## src/rtl/vga_timing_gen.sv

```systemverilog
// 640x480@60 VGA timing master: divides Clk by two into the pixel clock and
// produces raster counters plus registered sync, blank and frame/line markers.
module vga_timing_gen #(
  parameter int unsigned H_VISIBLE = 640,
  parameter int unsigned H_FRONT   = 16,
  parameter int unsigned H_SYNC    = 96,
  parameter int unsigned H_BACK    = 48,
  parameter int unsigned V_VISIBLE = 480,
  parameter int unsigned V_FRONT   = 10,
  parameter int unsigned V_SYNC    = 2,
  parameter int unsigned V_BACK    = 33
) (
  input  logic       Clk,
  input  logic       Reset,
  output logic       vga_clk,
  output logic [9:0] DrawX,
  output logic [9:0] DrawY,
  output logic       blank,
  output logic       hs,
  output logic       vs,
  output logic       sync,
  output logic       line_start,
  output logic       frame_start,
  output logic [7:0] frame_count
);

  localparam int unsigned CW      = 10;
  localparam int unsigned FCW     = 8;
  localparam int unsigned H_TOTAL = H_VISIBLE + H_FRONT + H_SYNC + H_BACK;
  localparam int unsigned V_TOTAL = V_VISIBLE + V_FRONT + V_SYNC + V_BACK;

  localparam logic [CW-1:0] H_LAST   = CW'(H_TOTAL - 1);
  localparam logic [CW-1:0] V_LAST   = CW'(V_TOTAL - 1);
  localparam logic [CW-1:0] H_VIS    = CW'(H_VISIBLE);
  localparam logic [CW-1:0] V_VIS    = CW'(V_VISIBLE);
  localparam logic [CW-1:0] HS_BEGIN = CW'(H_VISIBLE + H_FRONT);
  localparam logic [CW-1:0] HS_END   = CW'(H_VISIBLE + H_FRONT + H_SYNC);
  localparam logic [CW-1:0] VS_BEGIN = CW'(V_VISIBLE + V_FRONT);
  localparam logic [CW-1:0] VS_END   = CW'(V_VISIBLE + V_FRONT + V_SYNC);

  logic           vclk_q, vclk_d;
  logic [CW-1:0]  x_q, x_d, y_q, y_d;
  logic [CW-1:0]  x_nxt, y_nxt;
  logic           blank_q, blank_d;
  logic           hs_q, hs_d;
  logic           vs_q, vs_d;
  logic           ls_q, ls_d;
  logic           fs_q, fs_d;
  logic [FCW-1:0] fc_q, fc_d;

  // Raster advance on vga_clk rising edges; markers derive from the new position
  always_comb begin
    vclk_d  = ~vclk_q;
    x_d     = x_q;
    y_d     = y_q;
    blank_d = blank_q;
    hs_d    = hs_q;
    vs_d    = vs_q;
    ls_d    = ls_q;
    fs_d    = fs_q;
    fc_d    = fc_q;

    x_nxt = (x_q == H_LAST) ? '0 : x_q + CW'(1);
    y_nxt = y_q;
    if (x_q == H_LAST) begin
      y_nxt = (y_q == V_LAST) ? '0 : y_q + CW'(1);
    end

    if (!vclk_q) begin
      x_d     = x_nxt;
      y_d     = y_nxt;
      blank_d = (x_nxt < H_VIS) && (y_nxt < V_VIS);
      hs_d    = !((x_nxt >= HS_BEGIN) && (x_nxt < HS_END));
      vs_d    = !((y_nxt >= VS_BEGIN) && (y_nxt < VS_END));
      ls_d    = (x_nxt == '0);
      fs_d    = (x_nxt == '0) && (y_nxt == '0);
      if ((x_nxt == '0) && (y_nxt == '0)) begin
        fc_d = fc_q + FCW'(1);
      end
    end
  end

  // Reset parks the raster on the last pixel so the first advance lands on (0,0)
  always_ff @(posedge Clk) begin
    if (Reset) begin
      vclk_q  <= 1'b0;
      x_q     <= H_LAST;
      y_q     <= V_LAST;
      blank_q <= 1'b0;
      hs_q    <= 1'b1;
      vs_q    <= 1'b1;
      ls_q    <= 1'b0;
      fs_q    <= 1'b0;
      fc_q    <= '0;
    end else begin
      vclk_q  <= vclk_d;
      x_q     <= x_d;
      y_q     <= y_d;
      blank_q <= blank_d;
      hs_q    <= hs_d;
      vs_q    <= vs_d;
      ls_q    <= ls_d;
      fs_q    <= fs_d;
      fc_q    <= fc_d;
    end
  end

  assign vga_clk     = vclk_q;
  assign DrawX       = x_q;
  assign DrawY       = y_q;
  assign blank       = blank_q;
  assign hs          = hs_q;
  assign vs          = vs_q;
  assign sync        = 1'b0;
  assign line_start  = ls_q;
  assign frame_start = fs_q;
  assign frame_count = fc_q;

endmodule

```

## config.mk

```make
export PLATFORM = sky130hd
export DESIGN_NAME = vga_timing_gen
export DESIGN_NICKNAME = d
export VERILOG_FILES = /design/src/rtl/vga_timing_gen.sv
export SDC_FILE = /design/constraint.sdc
export NUM_CORES = 1
export LEC_CHECK = 0
export CORE_AREA = 2 2 83 85
export CTS_CLUSTER_DIAMETER = 60
export DETAILED_ROUTE_END_ITERATION = 6
export DIE_AREA = 0 0 85 87
export GPL_TIMING_DRIVEN = 0
export SYNTH_ARGS = -nofsm -noshare
export SYNTH_HDL_FRONTEND = slang
export SYNTH_SLANG_ARGS = --single-unit
export TNS_END_PERCENT = 30
```

## constraint.sdc

```tcl
create_clock -name Clk -period 2.61 [get_ports Clk]
set_input_delay 0.522 -clock Clk [delete_from_list [all_inputs] [get_ports Clk]]
set_output_delay 0.522 -clock Clk [all_outputs]
set_load 0.1 [all_outputs]
```

==> results of run 1 <==
## repair_timing
item                       4_1_cts  5_1_grt
pin swaps                        3        3
buffers inserted                 4        2
setup endpoints to repair        8        8
resized for setup                0       10
## worst register-to-register path, delay by kind of cell, from the launching register on
kind	cells	cell delay, ps
AND/OR/NAND/NOR	5	1250
buffers and inverters	3	450
flip-flops	1	350
multiplexers	1	330
AO/OA/AOI/OAI	1	110
## final cells by class
cell class              count  area [µm²]
fillers                   624        3650
clock buffers               6        72.6
well taps                  80         100
repair buffers             41         399
flip-flops and latches     34         724
multi-input cells         202        1420
inverters                  10        37.5
plain buffers              18         134
clock inverters             2        37.5
## cell families (layout without fill, tap and decap cells)
logic type / count (synthesis) / in the layout / synth area share (%)
and+or+nand+nor: 120 / 120 / 31.8
DFF: 34 / 34 / 31.0
buffers and inverters: 28 / 77 / 7.18
adders and majority gates: 5 / 5 / 2.85
muxes: 6 / 6 / 3.07
xor gates and xnor gates: 10 / 10 / 3.99
AOI/OAI and AO/OA: 60 / 60 / 20.0
other: 1 / 1 / 0.171
## power groups by stage
stage               Combinational (W)  Sequential (W)  Clock [W]
floorplan                    0.000402        0.000860          0
global placement             0.000805        0.000617          0
detailed placement           0.000806        0.000618          0
global route                 0.000909        0.000614   0.000532
finish                       0.000853        0.000606   0.000501
CTS                          0.000827        0.000606   0.000518
## synth_stat cells, types with 6 or more instances
cell / count / area (µm²)
a21oi_1: 15 / 75.1
a31oi_1: 6 / 37.5
and3_1: 9 / 56.3
and4_1: 6 / 52.6
dfxtp_1: 34 / 681
inv_1: 10 / 37.5
mux2_1: 6 / 67.6
nand2_1: 14 / 52.6
nand3_1: 15 / 75.1
nand4_1: 7 / 43.8
nor2_1: 26 / 97.6
nor2b_1: 7 / 43.8
nor3_1: 6 / 30.0
xnor2_1: 10 / 87.6
## final timing paths
| check | startpoint | endpoint | slack, ps | depth (start not counted) |
|---|---|---|---|---|
| worst min register to register | blank$_SDFFE_PP0N_ | blank$_SDFFE_PP0N_ | 480 | 2 |
| worst max register to register | DrawX[5]$_SDFFE_PP0N_ | frame_count[5]$_SDFFE_PP0P_ | 30 | 10 |
| worst max-delay path | DrawX[5]$_SDFFE_PP0N_ | frame_count[5]$_SDFFE_PP0P_ | 30 | 10 |
| worst min-delay path | blank$_SDFFE_PP0N_ | blank$_SDFFE_PP0N_ | 480 | 2 |
## per-layer routing
metal | vias to the layer above | global-route usage, %
li1 | 1071 | -
met1 | 1005 | 21.3
met2 | 86 | 24.4
met3 | 7 | 4.45
met4 | 0 | 5.77
met5 | - | 0
## through the flow
step	hold slack, ps	worst slack, ps	util (%)	cells
2_1_floorplan	638	-125	-	264
3_3_place_gp	470	-228	41.4	379
3_5_place_dp	464	-224	41.4	379
4_1_cts	486	6.40	43.5	391
5_1_grt	520	-45.3	44.5	393
6_report	479	27.7	44.5	393
==> flow_metrics.env, run 1 <==
export IMPL_status="finished, final reports clean"
export IMPL_synth_avg_cell_area_um2=8.32
export IMPL_num_rows=30
export IMPL_layout_min_cycle_time_ps=2580
export IMPL_required_ps=2790
export IMPL_port_buffers=35
export IMPL_final_hold_viol_count=0
export IMPL_areaGrowthSynthToFinish_pct=33.0
export IMPL_routed_wl_um=5870
export IMPL_ys_warn_count=0
export IMPL_io_pins=37
export IMPL_clockRootBuffer="clkbuf_8"
export IMPL_p_comb_share_pct=43.5
export IMPL_p_switching_w=0.000822
export IMPL_gp_congestion=0.838
export IMPL_cpPeakStageDelay_ps=400
export IMPL_cp_slowest_cell="or3_4"
export IMPL_rsz0062_at_grt="yes"
export IMPL_crit_type="flip-flop to flip-flop"
export IMPL_slew_viol_final=0
export IMPL_wirelength_met1_um=2720
export IMPL_final_area_um2=2920
export IMPL_cts_tree="built"
export IMPL_synth_cell_types=62
export IMPL_layout_commonest_cell="clkdlybuf4s50_1"
export IMPL_grt_pass1_wl_um=9430
export IMPL_drtIter0Drc=188
export IMPL_holdCritPathClass="flip-flop to flip-flop"
export IMPL_start_util_pct=33.4
export IMPL_p_seq_share_pct=30.9
export IMPL_cts_sink_count=34
export IMPL_cp_num_buf_inv=3
export IMPL_cts_made_buffers=5
export IMPL_setup_violations=0
export IMPL_post_route_period_util_pct=98.9
export IMPL_via_per_inst=5.52
export IMPL_dpl_cell_area_um2=2720
export IMPL_synth_edf_count=0
export IMPL_antenna_found_initial=0
export IMPL_worstPathArrival_ps=2770
export IMPL_die_y_um=87
export IMPL_leakage_nw=1.08
export IMPL_grt_pass1_vias=1914
export IMPL_crit_family="simple AND/OR/NAND/NOR gates"
export IMPL_cts_reportedPaths_clkPinSlew_ps=70
export IMPL_crit_chain="buf_6 > or2_4 > or3_4 > buf_12 > a21oi_2 > nand4_1 > nor4b_4 > buf_6 > nand4_1 > mux2_4"
export IMPL_tns_ps=0
export IMPL_max_slew_margin_pct=33.9
export IMPL_vias=2169
export IMPL_drc_errors=0
export IMPL_synth_seq_cells=34
export IMPL_worst_pin_slew_ps=988
export IMPL_clock_path_buffers=2
export IMPL_cts_max_level=2
export IMPL_wl_per_cell_um=14.9
export IMPL_die_area_um2=7400
export IMPL_hold_buffers=0
export IMPL_internal_power_w=0.00114
export IMPL_clockPowerShare_pct=25.6
export IMPL_finalPower_w=0.00196
export IMPL_ys_flop_type="dfxtp_1"
export IMPL_ys_seq_area_share_pct=31.0
export IMPL_synthCells=264
export IMPL_dr_pass1_iters=5
export IMPL_routed_top_layer="met4"
export IMPL_fmax_mhz=387
export IMPL_drive_above_1_share_pct=21.4
export IMPL_syn_num_nets=271
export IMPL_cp_end_kind="flip-flop"
export IMPL_cap_viol_max_count=0
export IMPL_cp_max_fo=10
export IMPL_grt_total_usage_pct=15.9
export IMPL_final_cell_mix="clkdlybuf4s50_1 (35), nor2_1 (26), dfxtp_1 (15), nand3_1 (15), nand2_1 (14)"
export IMPL_fin_skew_ps=7.76
export IMPL_syn_area_um2=2200
export IMPL_num_antenna_cells=0
export IMPL_grt_max_degree=12
export IMPL_clock_latency_ps=300
export IMPL_start_kind="flip-flop"
export IMPL_nets=319
export IMPL_grt_overflow=0
export IMPL_dieWidth_um=85
export IMPL_postRouteAntennaNets=0
export IMPL_powerDensity_nw_per_um2=671
export IMPL_fp_coreArea_um2=6570
export IMPL_wl_met3_um=431
export IMPL_dp_hpwl_um=4130
export IMPL_p_sw_share_pct=42.0
export IMPL_postSynth_asyncResetShare_pct=0
export IMPL_irDropWorstVdd_v=0.000256
export IMPL_wl_met2_um=2650
No activity file was read; power rests on OpenSTA's default activity.
==> inputs of run 2 (changes only) <==
--- a/config.mk
+++ b/config.mk
@@ -9,7 +9,6 @@
 export CTS_CLUSTER_DIAMETER = 60
 export DETAILED_ROUTE_END_ITERATION = 6
 export DIE_AREA = 0 0 85 87
-export GPL_TIMING_DRIVEN = 0
 export SYNTH_ARGS = -nofsm -noshare
 export SYNTH_HDL_FRONTEND = slang
 export SYNTH_SLANG_ARGS = --single-unit
==> run 2 against run 1 <==
Net effect: critical path depth fell by 1; largest cell class unchanged; die area unchanged; design area is 5.6% lower; maximum frequency rose by 3.6%; cell count is 2.0% lower; clock skew fell by 2.4 ps; sequential power is 5.4% higher; first-iteration DRC count is 17% higher; power fell by 6.2%.
==> flow_metrics.env, run 2 (synthesized netlist as in run 1, its figures left out) <==
export IMPL_cts_tree="built"
export IMPL_layout_min_cycle_time_ps=2490
export IMPL_slew_viol_final=0
export IMPL_clockPowerShare_pct=22.6
export IMPL_dieWidth_um=85
export IMPL_dr_pass1_iters=4
export IMPL_dp_hpwl_um=4250
export IMPL_drtIter0Drc=220
export IMPL_grt_pass1_vias=1922
export IMPL_cts_made_buffers=5
export IMPL_grt_pass1_wl_um=9720
export IMPL_cap_viol_max_count=0
export IMPL_irDropWorstVdd_v=0.000295
export IMPL_post_route_period_util_pct=95.5
export IMPL_antenna_found_initial=0
export IMPL_clock_path_buffers=2
export IMPL_grt_max_degree=24
export IMPL_drive_above_1_share_pct=31.8
export IMPL_gp_congestion=0.831
export IMPL_holdCritPathClass="flip-flop to flip-flop"
export IMPL_fp_coreArea_um2=6570
export IMPL_worstPathArrival_ps=2670
export IMPL_internal_power_w=0.00103
export IMPL_num_antenna_cells=0
export IMPL_areaGrowthSynthToFinish_pct=25.6
export IMPL_rsz0062_at_grt="yes"
export IMPL_finish_utilization_pct=42.0
export IMPL_p_switching_w=0.000806
export IMPL_r2r_slack_ps=120
export IMPL_port_buffers=35
export IMPL_p_seq_share_pct=34.8
export IMPL_cts_reportedPaths_clkPinSlew_ps=70
export IMPL_fmax_mhz=401
export IMPL_clock_latency_ps=280
export IMPL_final_hold_viol_count=0
export IMPL_p_comb_share_pct=42.7
export IMPL_cp_end_kind="flip-flop"
export IMPL_wl_per_cell_um=15.1
export IMPL_powerDensity_nw_per_um2=667
export IMPL_start_util_pct=33.4
export IMPL_final_cell_mix="buf_4 (48), nor2_1 (26), dfxtp_1 (15), nand3_1 (15), nand2_1 (14)"
export IMPL_postRouteAntennaNets=0
export IMPL_grt_overflow=0
export IMPL_die_area_um2=7400
export IMPL_routed_wl_um=5820
export IMPL_timing_hold_ws_ps=477
export IMPL_drc_errors=0
export IMPL_clockRootBuffer="clkbuf_8"
export IMPL_required_ps=2780
export IMPL_cts_max_level=2
export IMPL_cp_max_fo=9
export IMPL_die_y_um=87
export IMPL_cts_sink_count=34
export IMPL_p_sw_share_pct=43.8
export IMPL_num_rows=30
export IMPL_vias=2108
export IMPL_grt_total_usage_pct=16.2
export IMPL_fin_skew_ps=5.34
export IMPL_via_per_inst=5.48
export IMPL_start_kind="flip-flop"
export IMPL_fillers=636
export IMPL_leakage_nw=1.10
export IMPL_status="finished, final reports clean"
export IMPL_crit_type="flip-flop to flip-flop"
export IMPL_io_pins=37
export IMPL_nets=311
export IMPL_layout_commonest_cell="buf_4"
export IMPL_setup_violations=0
==> run 2: changes by cell type in the layout (fill, tap and decap cells not counted), sizes merged <==
cell,delta
buf,+32
bufinv,-1
clkbuf,-5
clkdlybuf4s50,-34
clkinv,+1
clkinvlp,-1
==> run 2: final timing paths <==
path	startpoint	endpoint	depth (start not counted)
max	DrawX[1]$_SDFFE_PP1N_	frame_count[5]$_SDFFE_PP0P_	9
min	line_start$_SDFFE_PP0N_	line_start$_SDFFE_PP0N_	2
max reg2reg	DrawX[1]$_SDFFE_PP1N_	frame_count[5]$_SDFFE_PP0P_	9
min reg2reg	line_start$_SDFFE_PP0N_	line_start$_SDFFE_PP0N_	2
==> run 2: layout make-up <==
cell class / count / area, µm² / area share, %
Clock buffer: 7 / 86.3 / 3.13
Clock inverter: 1 / 5.00 / 0.181
Inverter: 10 / 37.5 / 1.36
Multi-Input combinational cell: 202 / 1400 / 50.9
Sequential cell: 34 / 724 / 26.3
Tap cell: 80 / 100 / 3.63
Timing Repair Buffer: 51 / 402 / 14.6
==> run 2: what timing repair did <==
action                                  CTS  global route
buffers inserted                          0             2
hold buffers                              0             0
endpoints found under the setup margin    0             6
hold endpoints to repair                  0             0
gates resized for setup                   0             5
==> run 2: stage by stage <==
step | instances | power, W | cell area (µm²) | worst slack (ps) | setup TNS (ps)
global placement | 375 | 0.00142 | 2630 | 113 | 0
CTS | 383 | 0.00183 | 2720 | 54.8 | 0
detailed placement | 375 | 0.00142 | 2630 | 74.8 | 0
floorplan | 264 | 0.00126 | 2270 | -125 | -485
finish | 385 | 0.00184 | 2760 | 118 | 0
global route | 385 | 0.00194 | 2760 | -28.1 | -101
==> run 2: routing by layer <==
| layer | vias to the layer above | part of all wire, % | track usage [%] | wire length, µm |
|---|---|---|---|---|
| met5 | - | 0 | 0 | 0 |
| met1 | 985 | 49 | 22.5 | 2850 |
| met3 | 7 | 5.8 | 3.41 | 338 |
| met2 | 60 | 44 | 25.3 | 2580 |
| met4 | 0 | 0.91 | 4.76 | 53 |
| li1 | 1056 | - | - | - |
==> run 2: power groups by stage <==
stage	clock [W]	sequential, W	combinational, W
floorplan	0	0.000860	0.000402
global placement	0	0.000651	0.000769
detailed placement	0	0.000651	0.000767
CTS	0.000424	0.000639	0.000770
global route	0.000447	0.000652	0.000839
finish	0.000415	0.000639	0.000785
==> run 2: critical path, cell delays in order, from the launching register on <==
cell     delay (ps)
dfxtp_4         390
ha_4            180
nand4_4         100
or3_4           430
nor4_4          300
a21oi_2         110
nor4b_4         280
buf_6           170
nand4_1         100
mux2_1          320
